$ cat src/rtl/serial_adder_if.sv
// Operand/result handshake bundle for the bit-serial adder.
// master drives operands and out_ready; slave returns the result.
interface serial_adder_if #(
    parameter int WIDTH = 16
);
    logic             in_valid;
    logic             in_ready;
    logic [WIDTH-1:0] a;
    logic [WIDTH-1:0] b;
    logic             cin;
    logic             out_valid;
    logic             out_ready;
    logic [WIDTH-1:0] sum;
    logic             carry;

    modport master (
        output in_valid, a, b, cin, out_ready,
        input  in_ready, out_valid, sum, carry
    );

    modport slave (
        input  in_valid, a, b, cin, out_ready,
        output in_ready, out_valid, sum, carry
    );
endinterface

$ cat src/rtl/serial_adder.sv
// Bit-serial adder: one full-add per clock, LSB first.
// Result registers update only when the last bit completes.
module serial_adder #(
    parameter int WIDTH = 16
) (
    input logic           clk,
    input logic           reset,
    serial_adder_if.slave bus
);
    localparam int CW = $clog2(WIDTH);

    localparam logic [1:0] IDLE = 2'd0;
    localparam logic [1:0] ADD  = 2'd1;
    localparam logic [1:0] DONE = 2'd2;

    logic [1:0]       state;
    logic [WIDTH-1:0] opa;
    logic [WIDTH-1:0] opb;
    logic [WIDTH-1:0] psum;
    logic [WIDTH-1:0] sum_q;
    logic             cy;
    logic             carry_q;
    logic [CW-1:0]    cnt;
    logic             s_bit;
    logic             c_out;

    assign s_bit = opa[0] ^ opb[0] ^ cy;
    assign c_out = (opa[0] & opb[0]) | (cy & (opa[0] ^ opb[0]));

    // Handshake outputs decode only the registered state.
    assign bus.in_ready  = (state == IDLE);
    assign bus.out_valid = (state == DONE);
    assign bus.sum       = sum_q;
    assign bus.carry     = carry_q;

    always_ff @(posedge clk) begin
        if (reset) begin
            state   <= IDLE;
            opa     <= '0;
            opb     <= '0;
            psum    <= '0;
            sum_q   <= '0;
            cy      <= 1'b0;
            carry_q <= 1'b0;
            cnt     <= '0;
        end else begin
            case (state)
                IDLE: begin
                    if (bus.in_valid) begin
                        opa   <= bus.a;
                        opb   <= bus.b;
                        cy    <= bus.cin;
                        cnt   <= '0;
                        state <= ADD;
                    end
                end
                ADD: begin
                    psum <= {s_bit, psum[WIDTH-1:1]};
                    cy   <= c_out;
                    opa  <= opa >> 1;
                    opb  <= opb >> 1;
                    cnt  <= cnt + CW'(1);
                    if (cnt == CW'(WIDTH - 1)) begin
                        sum_q   <= {s_bit, psum[WIDTH-1:1]};
                        carry_q <= c_out;
                        state   <= DONE;
                    end
                end
                DONE: begin
                    if (bus.out_ready) begin
                        state <= IDLE;
                    end
                end
                default: state <= IDLE;
            endcase
        end
    end
endmodule

$ cat src/flat_wrapper.sv
// flat-port wrapper written by rule: the top's interface ports become plain ports
module serial_adder_flat 
#(
    parameter int WIDTH = 16
)
  (clk, reset, bus_in_valid, bus_a, bus_b, bus_cin, bus_out_ready, bus_in_ready, bus_out_valid, bus_sum, bus_carry);
  serial_adder_if #(.WIDTH(WIDTH)) bus_i ();
  input logic clk;
  input logic reset;
  input wire logic [$bits(bus_i.in_valid)-1:0] bus_in_valid;
  input wire logic [$bits(bus_i.a)-1:0] bus_a;
  input wire logic [$bits(bus_i.b)-1:0] bus_b;
  input wire logic [$bits(bus_i.cin)-1:0] bus_cin;
  input wire logic [$bits(bus_i.out_ready)-1:0] bus_out_ready;
  output wire logic [$bits(bus_i.in_ready)-1:0] bus_in_ready;
  output wire logic [$bits(bus_i.out_valid)-1:0] bus_out_valid;
  output wire logic [$bits(bus_i.sum)-1:0] bus_sum;
  output wire logic [$bits(bus_i.carry)-1:0] bus_carry;
  assign bus_i.in_valid = bus_in_valid;
  assign bus_i.a = bus_a;
  assign bus_i.b = bus_b;
  assign bus_i.cin = bus_cin;
  assign bus_i.out_ready = bus_out_ready;
  assign bus_in_ready = bus_i.in_ready;
  assign bus_out_valid = bus_i.out_valid;
  assign bus_sum = bus_i.sum;
  assign bus_carry = bus_i.carry;
  serial_adder #(.WIDTH(WIDTH)) u_core (.clk(clk), .reset(reset), .bus(bus_i));
endmodule
$ cat config.mk
export PLATFORM = sky130hd
export DESIGN_NAME = serial_adder_flat
export DESIGN_NICKNAME = d
export VERILOG_FILES = /design/src/rtl/serial_adder_if.sv /design/src/rtl/serial_adder.sv /design/src/flat_wrapper.sv
export SDC_FILE = /design/constraint.sdc
export NUM_CORES = 1
export LEC_CHECK = 0
export CORE_UTILIZATION = 37
export CTS_CLUSTER_DIAMETER = 120
export DETAILED_ROUTE_END_ITERATION = 12
export PLACE_DENSITY = 0.63
export SYNTH_ARGS = -nofsm -noshare
export SYNTH_HDL_FRONTEND = slang
export SYNTH_SLANG_ARGS = --single-unit
$ cat constraint.sdc
create_clock -name clk -period 1.85 [get_ports clk]
set_input_delay 0.37 -clock clk [delete_from_list [all_inputs] [get_ports clk]]
set_output_delay 0.37 -clock clk [all_outputs]
set_load 0.02 [all_outputs]
==> results of run 1 <==
-- critical path, cell delays in order (launching register included) --
cell	delay (ns)
dfxtp_1	0.36
nor2b_1	0.28
dlygate4sd2_1	0.38
-- cell type report --
type	count	area [sq um]	share of cell area, %
clock inverter	7	95.1	2.36
multi-input combinational	282	1560	38.7
inverter	1	3.75	0.0933
tap	105	131	3.26
sequential	71	1420	35.3
timing repair buffer	68	691	17.2
clock buffer	9	124	3.08
-- power by group through the flow --
stage | logic, uW | registers, uW | clock network, uW
2_1_floorplan | 287 | 1660 | 0
3_3_place_gp | 414 | 1670 | 0
3_5_place_dp | 417 | 1670 | 0
4_1_cts | 418 | 1630 | 1400
5_1_grt | 458 | 1640 | 1460
6_report | 414 | 1630 | 1360
-- worst paths after layout --
check	start	end	slack (ns)
hold / removal	u_core.psum[8]	u_core.psum[7]	0.46
hold reg to reg	u_core.psum[8]	u_core.psum[7]	0.46
setup reg to reg	u_core.state[0]	u_core.bus.sum[12]	0.29
setup / recovery	u_core.state[1]	bus_out_valid	0.11
-- cells in the mapped netlist, drive strengths merged --
library cell	n	area share (%)
o21ai	17	2.7
clkbuf	16	2.0
or2b	3	0.71
o21ba	1	0.31
o21bai	1	0.35
ha	1	0.39
inv	1	0.12
nand3	20	3.1
mux2i	1	0.31
nor2b	2	0.39
or3	1	0.20
nand2	34	4.0
fa	1	0.63
nand2b	29	5.9
a31oi	1	0.20
and3	1	0.20
buf	20	4.5
nor3	31	4.9
o32a	1	0.31
nor2	37	4.4
a32oi	2	0.55
a21oi	64	10
or3b	31	8.5
dfxtp	71	45
a211oi	1	0.24
a22oi	2	0.47
-- layout by cell type, fill, tap and decap left out, types with 9 or more instances in the layout --
master           synthesis  layout
a21oi_1                 64      64
buf_4                    9       9
clkbuf_8                 0       9
clkdlybuf4s50_1          0      52
dfxtp_1                 71      70
nand2_1                 34      34
nand2b_1                28      28
nand3_1                 20      20
nor2_1                  37      37
nor3_1                  31      31
o21ai_0                 16      16
or3b_1                  31      31
-- timing repair --
action	in CTS	in global routing
gates resized for setup	2	0
endpoints found under the setup margin	2	0
hold buffers	0	0
-- per-stage QoR --
stage / total power, uW / instances / instance area, sq um / hold slack, ns / utilization, %
floorplan: 1950 / 390 / 3190 / 0.437 / -
global placement: 2080 / 527 / 3810 / 0.446 / 46.1
detailed placement: 2090 / 527 / 3810 / 0.453 / 46.1
CTS: 3450 / 543 / 4030 / 0.465 / 48.7
global route: 3560 / 543 / 4030 / 0.481 / 48.7
finish: 3410 / 543 / 4030 / 0.465 / 48.7
-- layer usage --
| metal | GRT usage (%) | vias to the layer above |
|---|---|---|
| li1 | - | 1419 |
| met4 | 7.70 | 0 |
| met1 | 19.8 | 1276 |
| met3 | 2.58 | 10 |
| met5 | 0 | - |
| met2 | 27.1 | 58 |
-- registers in the layout, indices dropped and copies added, names as in the netlist --
signal,count
u_core.bus.sum,16
u_core.state,2
u_core.opb,16
u_core.psum,15
u_core.cy,1
u_core.opa,16
u_core.bus.carry,1
u_core.cnt,4
-- logic make-up after synthesis --
family	share of synthesized area [%]
flip-flops	44.6
multiplexers	0.314
AO/OA/AOI/OAI	15.2
buffers and inverters	6.60
AND/OR/NAND/NOR	32.3
adder cells (fa/ha/maj)	1.02
==> metrics, run 1 <==
detailed-route wire length per cell=about 12 um; Hold Fails Final Rpt=0; Mapped Area=0.00319 sq mm; Net Sw Frac=24.5%; Site Rows=33; Crit path arrival time=1.37 ns; Vias/cell=5.09; worst-path fanout max=4; min cycle time layout=between 1.5 and 2 ns; Met3 Routed Length=243 um; hold path depth=2; CTS sink cnt=~70; Clock Tree Root=clkbuf_8; Worst-path clk slew=0.08 ns; CP required=roughly 1.5 ns; unrepaired setup endpoints after global routing=no; worst vdd ir=between 0.0003 and 0.0004 V; Clock power frac=40.0%; PD cells=approximately 850 mW/mm^2; maximum clock path buffer count=2; Syn Area/Cell=8.17 sq um; DRT Wirelength=6760 um; H-tree levels=3; number of detailed-route iterations in the first pass=4; initial antenna violation count=0; Worst setup SP type=register; buffers added on ports=55; Logic pwr share=12.1%; GP Congestion=between 0.7 and 0.8; Worst Hold Class=register to register; first-pass GRT wire length=11,300 um; DIE AREA=0.00899 sq mm; final setup TNS=0 ns; final setup vio count=0; register area share after synthesis=~45%; ANT cells=0; status=finished, final reports clean; share of power burned in registers=between 40 and 50%; global route overflow=0; Final nets=around 470; # IOs=56; DP Worst Slack=about 0.065 ns; die width=94.8 um; post-synth cell types=32; fmax=0.573 GHz; core area=0.00826 sq mm; P_sw=837 uW; Mapped Nets=429; DR iter-0 viols=190; GR Util All Layers=16.1%; ANT nets after route=0; largest net degree at the start of global routing=approximately 70; P_leak=0.00146 uW; Syn Inst Count=390; height of the die=94.8 um; max-cap viol count=0; drt drc=0; Max-slew headroom=between 70 and 80%; fillcell total=816; max layer used=met4; Crit Path Category=register to output pin; Reg2Reg Depth=5; Least-Margin Pin Slew=0.328 ns; WL met2=3280 um; CTS tree=yes; CTS Buf Count=9; post-CTS setup buffers=0; layout cells sized above 1=7.99%; Pint=between 2000 and 3000 uW; starting density of the core=38.6%; CP endpoint kind=output pin; Tcrit/Tclk final=94.3%; max-slew violation count=0; wl on met1=between 3000 and 4000 um; vias=2,763; Area Growth Syn to Fin=26.3%; Clk Latency, worst-skew pair=0.35 ns; final worst clock skew=0.0107 ns; DP HPWL=4220 um; vias in the first global route=2,537; synth warn=0; final worst slack=0.105 ns; Synth Register Bits=71
Note: power is estimated with default switching activity, not from simulation.
==> run 2, diff against run 1 <==
--- a/config.mk
+++ b/config.mk
@@ -5,10 +5,11 @@
 export SDC_FILE = /design/constraint.sdc
 export NUM_CORES = 1
 export LEC_CHECK = 0
-export CORE_UTILIZATION = 37
+export CORE_MARGIN = 2
+export CORE_UTILIZATION = 50
 export CTS_CLUSTER_DIAMETER = 120
 export DETAILED_ROUTE_END_ITERATION = 12
-export PLACE_DENSITY = 0.63
+export PLACE_DENSITY = 0.8
 export SYNTH_ARGS = -nofsm -noshare
 export SYNTH_HDL_FRONTEND = slang
 export SYNTH_SLANG_ARGS = --single-unit
==> run 2 against run 1 <==
Net effect: critical path depth stayed put; die area down 22%; sequential share of layout area rose by 0.63 points; global-route usage up 3.9 points; non-clock buffer count decreased by 2; final cell count down 5.5%; routed wire length down 2.5%; sequential power barely moved; first-iteration DRC count fell by 10%; core utilization up 15 points; flip-flop and latch count stayed put.
==> metrics, run 2 (synthesis gave the netlist of run 1 again) <==
final setup TNS=0 ns (unchanged); drt drc=0 (unchanged); Vias/cell=5.43 (+6.8%); detailed-route wire length per cell=12.8 um (+3.2%); largest net degree at the start of global routing=72 (unchanged); WP depth=2 (unchanged); CTS Buf Count=9 (unchanged); worst vdd ir=0.000671 V (+100%); Met3 Routed Length=284 um (+17%); unrepaired setup endpoints after global routing=no; Area Growth Syn to Fin=24.1%; worst-path fanout max=4 (unchanged); final setup vio count=0 (unchanged); DR iter-0 viols=171 (-10%); ANT cells=0 (unchanged); Worst setup SP type=register; Hold Fails Final Rpt=0 (unchanged); # IOs=56 (unchanged); min cycle time layout=1.70 ns (-0.0422 ns); fin util=63.4% (+15 points); vias=2,787 (+0.87%); layout cells sized above 1=7.57% (-0.42 points); Reg2Reg Depth=4 (-1); GR Util All Layers=19.9% (+3.9 points); buffers added on ports=55 (unchanged); P_leak=0.00144 uW (-1.0%); Buf/Inv on CP=1 (unchanged); Worst Hold Class=register to register; final worst clock skew=0.00611 ns (-0.00459 ns); Placed Cells incl. Taps=497 (-5.7%); Max-slew headroom=61.0% (-17 points); critical path's slowest cell=dlygate4sd2_1; CTS tree=yes; DP HPWL=4130 um (-2.0%); DIE AREA=0.00703 sq mm (-22%); die width=83.8 um (-12%); PD cells=852 mW/mm^2 (+0.49%); max-slew violation count=0 (unchanged); number of detailed-route iterations in the first pass=4 (unchanged); Final nets=470 (-0.42%); DRT Wirelength=6590 um (-2.5%); CP required=1.48 ns (about the same); Crit path arrival time=1.33 ns (-0.04 ns); initial antenna violation count=0 (unchanged); vias in the first global route=2,617 (+3.2%); starting density of the core=51.1% (+12 points); commonest non-fill, non-tap cells in the layout=70 x dfxtp_1, 64 x a21oi_1, 52 x clkdlybuf4s50_1, 37 x nor2_1, 34 x nand2_1; first-pass GRT wire length=11,600 um (+2.3%); global route overflow=0 (unchanged); max incr delay on CP=0.38 ns (about the same); status=finished, final reports clean; Clock Tree Root=clkbuf_8; maximum clock path buffer count=2 (unchanged); CTS sink cnt=71 (unchanged); hold_buf cts=0 (unchanged); max layer used=met4; height of the die=83.8 um (-12%); hold path depth=2 (unchanged); fmax=0.587 GHz (+2.5%); Clk Latency, worst-skew pair=0.34 ns (about the same); Post-Layout Cell Count=513 (-5.5%); commonest non-fill, non-tap cell in the layout=dfxtp_1; CP endpoint kind=output pin; core area=0.00624 sq mm (-24%); Worst path top cell family by delay=buffers and inverters; GP Congestion=0.739 (-1.6%); max-cap viol count=0 (unchanged); wl on met1=2970 um (-4.3%); critical path, cell by cell=nor2_1, dlygate4sd2_1; WL met2=3260 um (-0.64%); Site Rows=29 (-12%); Tcrit/Tclk final=92.0% (-2.3 points); post-CTS setup buffers=0 (unchanged); H-tree levels=3 (unchanged); Crit Path Category=register to output pin; ANT nets after route=0 (unchanged); Worst-path clk slew=0.08 ns (about the same); Least-Margin Pin Slew=0.584 ns (+0.256 ns)
==> run 2: cell types whose count changed in the layout (fill, tap and decap cells not counted), sizes merged <==
| cell | change |
|---|---|
| buf | -2 |
| clkinv | +1 |
| inv | -1 |
==> run 2: where the power goes <==
group	total (uW)	internal (uW)	leakage (uW)	switching, uW
clock	1320	749	0.000109	575
combinational	410	211	0.000751	199
sequential	1630	1600	0.000581	36.2
==> run 2: path summary, 6_finish.rpt <==
check | slack (ns) | endpoint | start
max | 0.15 | bus_in_ready | u_core.state[1]
min | 0.47 | u_core.psum[7] | u_core.psum[8]
max reg2reg | 0.20 | u_core.bus.sum[11] | u_core.cnt[0]
min reg2reg | 0.47 | u_core.psum[7] | u_core.psum[8]
==> run 2: layout make-up <==
type,count,area (sq um)
multi-input combinational,282,1560
sequential,71,1420
timing repair buffer,66,663
inverter,1,3.75
tap,77,96.3
fill,560,2290
clock buffer,9,124
clock inverter,7,87.6
==> run 2: stage by stage <==
step                area (sq um)  power (uW)  hold WS (ns)  setup WS, ns
CTS                         3960        3400         0.467         0.147
detailed placement          3750        2080         0.458        0.0294
finish                      3960        3370         0.467         0.147
global placement            3750        2070         0.442        0.0936
floorplan                   3190        1950         0.437         0.524
global route                3960        3510         0.485        0.0582
==> run 2: routing by layer <==
metal  track usage [%]  vias to the layer above
li1                  -                     1416
met1              24.9                     1310
met2              34.1                       54
met3              4.45                        7
met4              6.60                        0
met5                 0                        -
==> run 2: tightest hold or removal path: stages (launching register included) <==
cell	delay, ns
dfxtp_1	0.32
nand2_1	0.06
a21oi_1	0.05
==> run 2: what timing repair did <==
| action | CTS | global route |
|---|---|---|
| resized for setup | 2 | 0 |
| setup endpoints to repair | 2 | 0 |
| endpoints found under the hold margin | 0 | 0 |
